<file path="config.mk">
export PLATFORM = sky130hd
export DESIGN_NAME = dot_product_engine
export DESIGN_NICKNAME = d
export VERILOG_FILES = /design/src/rtl/dot_product_engine.sv
export SDC_FILE = /design/constraint.sdc
export NUM_CORES = 1
export LEC_CHECK = 0
export ABC_AREA = 1
export CAP_MARGIN = 30
export CORE_MARGIN = 2
export CORE_UTILIZATION = 25
export CTS_CLUSTER_DIAMETER = 40
export DETAILED_ROUTE_END_ITERATION = 12
export GPL_TIMING_DRIVEN = 0
export PLACE_DENSITY = 0.37
export SLEW_MARGIN = 0
export SYNTH_ARGS = -nofsm -noshare
export SYNTH_HDL_FRONTEND = slang
export SYNTH_SLANG_ARGS = --single-unit
export TNS_END_PERCENT = 30
</file>
<file path="constraint.sdc">
create_clock -name clk -period 5 [get_ports clk]
set_input_delay 1.5 -clock clk [delete_from_list [all_inputs] [get_ports clk]]
set_output_delay 1.5 -clock clk [all_outputs]
set_load 0.01 [all_outputs]
</file>
<file path="src/rtl/dot_product_engine.sv">
// Dot-product engine: streams two signed vectors out of a dual-port RAM and
// accumulates their element-wise products through a two-stage multiply/accumulate pipe.

module dot_product_mac #(
  parameter int WIDTH     = 16,
  parameter int ACC_WIDTH = 40
) (
  input  logic                        clk,
  input  logic                        rst_n,
  input  logic                        clr,
  input  logic                        in_vld,
  input  logic signed [WIDTH-1:0]     a,
  input  logic signed [WIDTH-1:0]     b,
  output logic signed [ACC_WIDTH-1:0] acc
);
  localparam int PW = 2*WIDTH;

  logic                 prod_vld;
  logic [1:0]           vld_pipe;
  logic signed [PW-1:0] prod;

  // [0]: RAM data valid this cycle, [1]: product register holds a real element
  assign vld_pipe = {prod_vld, in_vld};

  always_ff @(posedge clk or negedge rst_n) begin
    if (!rst_n) begin
      prod_vld <= 1'b0;
      prod     <= '0;
      acc      <= '0;
    end else begin
      prod_vld <= vld_pipe[0];
      if (vld_pipe[0]) prod <= a * b;
      if (clr)              acc <= '0;
      else if (vld_pipe[1]) acc <= acc + {{(ACC_WIDTH-PW){prod[PW-1]}}, prod};
    end
  end
endmodule

module dot_product_engine #(
  parameter int WIDTH      = 16,
  parameter int ADDR_WIDTH = 7,
  parameter int ACC_WIDTH  = 40
) (
  input  logic                        clk,
  input  logic                        rst_n,
  input  logic                        start,
  input  logic [ADDR_WIDTH:0]         len,
  input  logic [ADDR_WIDTH-1:0]       base_a,
  input  logic [ADDR_WIDTH-1:0]       base_b,
  output logic [ADDR_WIDTH-1:0]       addr_a,
  output logic [ADDR_WIDTH-1:0]       addr_b,
  input  logic signed [WIDTH-1:0]     dout_a,
  input  logic signed [WIDTH-1:0]     dout_b,
  output logic                        busy,
  output logic                        done,
  output logic signed [ACC_WIDTH-1:0] result
);
  typedef enum logic [1:0] {IDLE, ISSUE, DRAIN, DONE} state_t;

  localparam logic [ADDR_WIDTH:0] LEN_MAX = {1'b1, {ADDR_WIDTH{1'b0}}};

  state_t                        state;
  logic [ADDR_WIDTH-1:0]         cnt;
  logic [ADDR_WIDTH-1:0]         len_m1;
  logic                          drain_cnt;
  logic                          rd_vld;
  logic [ADDR_WIDTH:0]           len_sat;
  logic                          accept;
  logic signed [ACC_WIDTH-1:0]   acc;

  assign len_sat = (len > LEN_MAX) ? LEN_MAX : len;
  assign accept  = (state == IDLE) && start;

  // Accumulator is cleared on every accepted start, so a len=0 run reports 0 too.
  dot_product_mac #(.WIDTH(WIDTH), .ACC_WIDTH(ACC_WIDTH)) u_mac (
    .clk    (clk),
    .rst_n  (rst_n),
    .clr    (accept),
    .in_vld (rd_vld),
    .a      (dout_a),
    .b      (dout_b),
    .acc    (acc)
  );

  always_ff @(posedge clk or negedge rst_n) begin
    if (!rst_n) begin
      state     <= IDLE;
      addr_a    <= '0;
      addr_b    <= '0;
      cnt       <= '0;
      len_m1    <= '0;
      drain_cnt <= 1'b0;
      rd_vld    <= 1'b0;
      busy      <= 1'b0;
      done      <= 1'b0;
      result    <= '0;
    end else begin
      done   <= 1'b0;
      // an address driven in ISSUE returns data in the following cycle
      rd_vld <= (state == ISSUE);
      case (state)
        IDLE: begin
          if (start) begin
            busy   <= 1'b1;
            result <= '0;
            if (len_sat == '0) begin
              state <= DONE;
            end else begin
              addr_a <= base_a;
              addr_b <= base_b;
              cnt    <= '0;
              len_m1 <= ADDR_WIDTH'(len_sat - 1'b1);
              state  <= ISSUE;
            end
          end
        end
        ISSUE: begin
          if (cnt == len_m1) begin
            drain_cnt <= 1'b0;
            state     <= DRAIN;
          end else begin
            addr_a <= addr_a + 1'b1;
            addr_b <= addr_b + 1'b1;
            cnt    <= cnt + 1'b1;
          end
        end
        DRAIN: begin
          if (drain_cnt) state <= DONE;
          else           drain_cnt <= 1'b1;
        end
        DONE: begin
          result <= acc;
          done   <= 1'b1;
          busy   <= 1'b0;
          state  <= IDLE;
        end
        default: state <= IDLE;
      endcase
    end
  end
endmodule

</file>
==> key figures <==
Synth
  – Post-Syn Area per Cell: roughly 7.2 um^2
  – Ys Warns: 0
  – Post-Syn Instances: 2832
  – Area contributors post-synth: fa_1 26%, dfrtp_1 18%, nand2_1 17%
  – Mux share of post-synthesis cell area: 0.395%
  – Main combinational cell family by area after synthesis: adder cells
  – Top cell type's share of synthesized area: 26.0%
  – Sequential share of the synthesized area: 18.2%
  – Post-Synthesis Net Count: between 3k and 4k
  – Async set-or-reset flop fraction in the synthesized netlist: 100%
  – Count leader, synth: nand2_1
  – #FFs+latches synth: 147
  – Most frequent cells after synthesis: 896 x nand2_1, 667 x inv_1, 263 x fa_1, 168 x nand3_1, 147 x dfrtp_1
  – Number of flops mapped to enable cells by yosys: 0
  – Top FF cell, synth: dfrtp_1
  – Area of the mapped netlist: around 20000 um^2
  – Synth Area in Adders: 34.0%
  – Simple-Gate Fraction of Synth Area: 26.2%
  – Cell variety after synth: 40
  – Cell taking the most area after synthesis: fa_1
  – Synth Area in Compound Gates: 5.44%
  – Post-synthesis xor/xnor area fraction: under 10%

Timing
  – Worst Tran Pin Value: slightly below 0.8 ns
  – Final Hold Viols: 0
  – Max Clock Freq: around 160 MHz
  – Max Slew Vio Count: 0
  – RSZ-0062 raised after global routing: true
  – Rel. slew slack: about half
  – Final WS setup: -1.20 ns
  – Post-route minimum period: just over 6 ns
  – Final setup viols: 24
  – Crit share post-route: 124%
  – Skew final: 0.0186 ns

Floorplan
  – FP Rows: 104
  – Core Footprint: between 80000 and 90000 um^2
  – Initial Util: 25.2%
  – I/O pin count: between 100 and 150
  – Die X: 289 um
  – Die height: 289 um
  – Die area: 83300 um^2

Critical path
  – Slowest cell delay on critical path: ~0.66 ns
  – CP max stage cell: fa_2
  – Worst Path Arrival: between 6 and 7 ns
  – Startpoint types: input port
  – CP Max Fanout: 5
  – Setup Crit Path Kind: in -> reg
  – Required time of the critical path: 5.34 ns
  – Crit end category: flop

Clocking
  – Worst-case clock buffer depth: 2
  – Worst-path clk slew: roughly 0.060 ns
  – Num CTS Buffers: 17
  – Worst skew pair latency: 0.45 ns
  – H-tree depth: 4
  – CTS sink cnt: ~150
  – Clock Tree Root: clkbuf_16
  – CTS tree: yes

Outcome
  – Status: finished, violations left
  – Violated checks: setup timing

Placement
  – Hpwl dp: 57700 um
  – Dpl cells: 3980
  – Placer Congestion: 0.889
  – PortBufs: 87
  – Dpl ws: -3.04 ns

Layout
  – # fillers: 8730
  – Layout cells sized above 1: about an eighth
  – Final net count: 3453
  – # diodes: 0
  – Post-Layout Cell Count: 4075
  – Area grow syn2layout: 25.7%

Hold path
  – Hold WC Path Type: reg -> reg

Route
  – Drt first pass iters: 5
  – First DRT Iteration DRCs: 887
  – Post-route DRC: 0
  – Vias per cell: between 4 and 5
  – Antenna Violating Nets Remaining: 0
  – Total Wirelength: 70100 um
  – Routed WL per cell: 17.2 um
  – Via count: between 15k and 20k

GRT
  – Largest net degree at the start of global routing: 80
  – Antenna violations before repair: 0
  – First-pass GRT wire length: 109000 um
  – Global route overflow: 0
  – Number of global-route vias before repair: 18.6k
  – GRT Overall Usage: between 10% and 20%

Flow run
  – Max-cap violations: 0
[kinds of logic (layout without fill, tap and decap cells)]
logic type / Yosys count / in the layout
compound gates: 195 / 195
xor+xnor: 34 / 34
fa+ha+maj: 393 / 393
buf+inv: 760 / 943
flops: 147 / 147
mux: 8 / 8
simple gates: 1295 / 1295
[per-stage QoR]
stage / hold WS (ns) / setup TNS, ns / instance area, um^2 / utilization, %
after floorplan: 0.379 / -25.31 / 20700 / -
after global placement: 0.465 / -670.22 / 22900 / 28.4
after detailed placement: 0.478 / -70.62 / 22900 / 28.5
after CTS: 0.495 / -24.30 / 24700 / 30.7
after global routing: 0.513 / -27.64 / 25500 / 31.7
final: 0.487 / -23.38 / 25500 / 31.7
[registers in the layout, indices dropped and copies added, names as in the netlist, 2 cells and up]
| name | count |
|---|---|
| addr_a | 7 |
| addr_b | 7 |
| cnt | 7 |
| len_m1 | 7 |
| result | 40 |
| state | 2 |
| u_mac.acc | 40 |
| u_mac.prod | 32 |
[layer usage]
metal	vias up	routed length (um)	track usage, %
met5	-	0	0
met4	0	1420	4.34
met3	62	1900	1.24
met2	297	34400	30.5
met1	8567	32400	22.5
li1	8783	-	-
[area by class of cell]
class | count | area (um^2) | share of cell area (%)
Tap cell | 1060 | 1330 | 5.21
Buffer | 92 | 1150 | 4.54
Clock buffer | 19 | 433 | 1.70
Timing Repair Buffer | 152 | 1490 | 5.86
Clock inverter | 12 | 181 | 0.713
Multi-Input combinational cell | 1925 | 14700 | 57.6
Sequential cell | 147 | 3680 | 14.5
Inverter | 668 | 2520 | 9.90
[cell usage in the layout, fill, tap and decap left out, types with 18 or more instances in the layout]
cell             count
a21oi_1             44
buf_4               51
buf_6               21
clkbuf_1            24
clkbuf_16           37
clkdlybuf4s50_1     79
dfrtp_1            147
fa_1               245
fa_2                18
ha_1               106
ha_4                24
inv_1              634
inv_2               29
nand2_1            859
nand2_2             25
nand3_1            151
nand4_1             28
nor2_1             116
nor2_4              20
o21ai_0             72
o21ai_2             18
[final timing paths]
kind / startpoint / endpoint / slack, ns / cells after the start
setup / recovery: dout_a[15] / u_mac.prod[31] / -1.20 / 25
hold reg to reg: drain_cnt / drain_cnt / 0.49 / 2
min in group asynchronous: rst_n / addr_a[6] / 1.01 / 1
max in group asynchronous: rst_n / u_mac.prod[18] / 3.17 / 2
hold / removal: drain_cnt / drain_cnt / 0.49 / 2
setup reg to reg: u_mac.prod[0] / u_mac.acc[28] / 2.25 / 15
[timing repair]
| action | 4_1_cts | 5_1_grt |
|---|---|---|
| cloned | 1 | 5 |
| hold buffers | 0 | 0 |
| pin swaps | 64 | 95 |
| endpoints found under the hold margin | 0 | 0 |
| setup buffers | 23 | 35 |
| setup endpoints to repair | 27 | 25 |
| gates resized for setup | 264 | 125 |
[worst max-delay path, delay by kind of cell]
| kind | cells | cell delay [ns] |
|---|---|---|
| buffers and inverters | 9 | 0.88 |
| adders and majority gates | 7 | 3.48 |
| and+or+nand+nor | 9 | 0.65 |
Power is not shown: default switching activity piles up to over one toggle a cycle in this logic, so the estimate is an artifact.
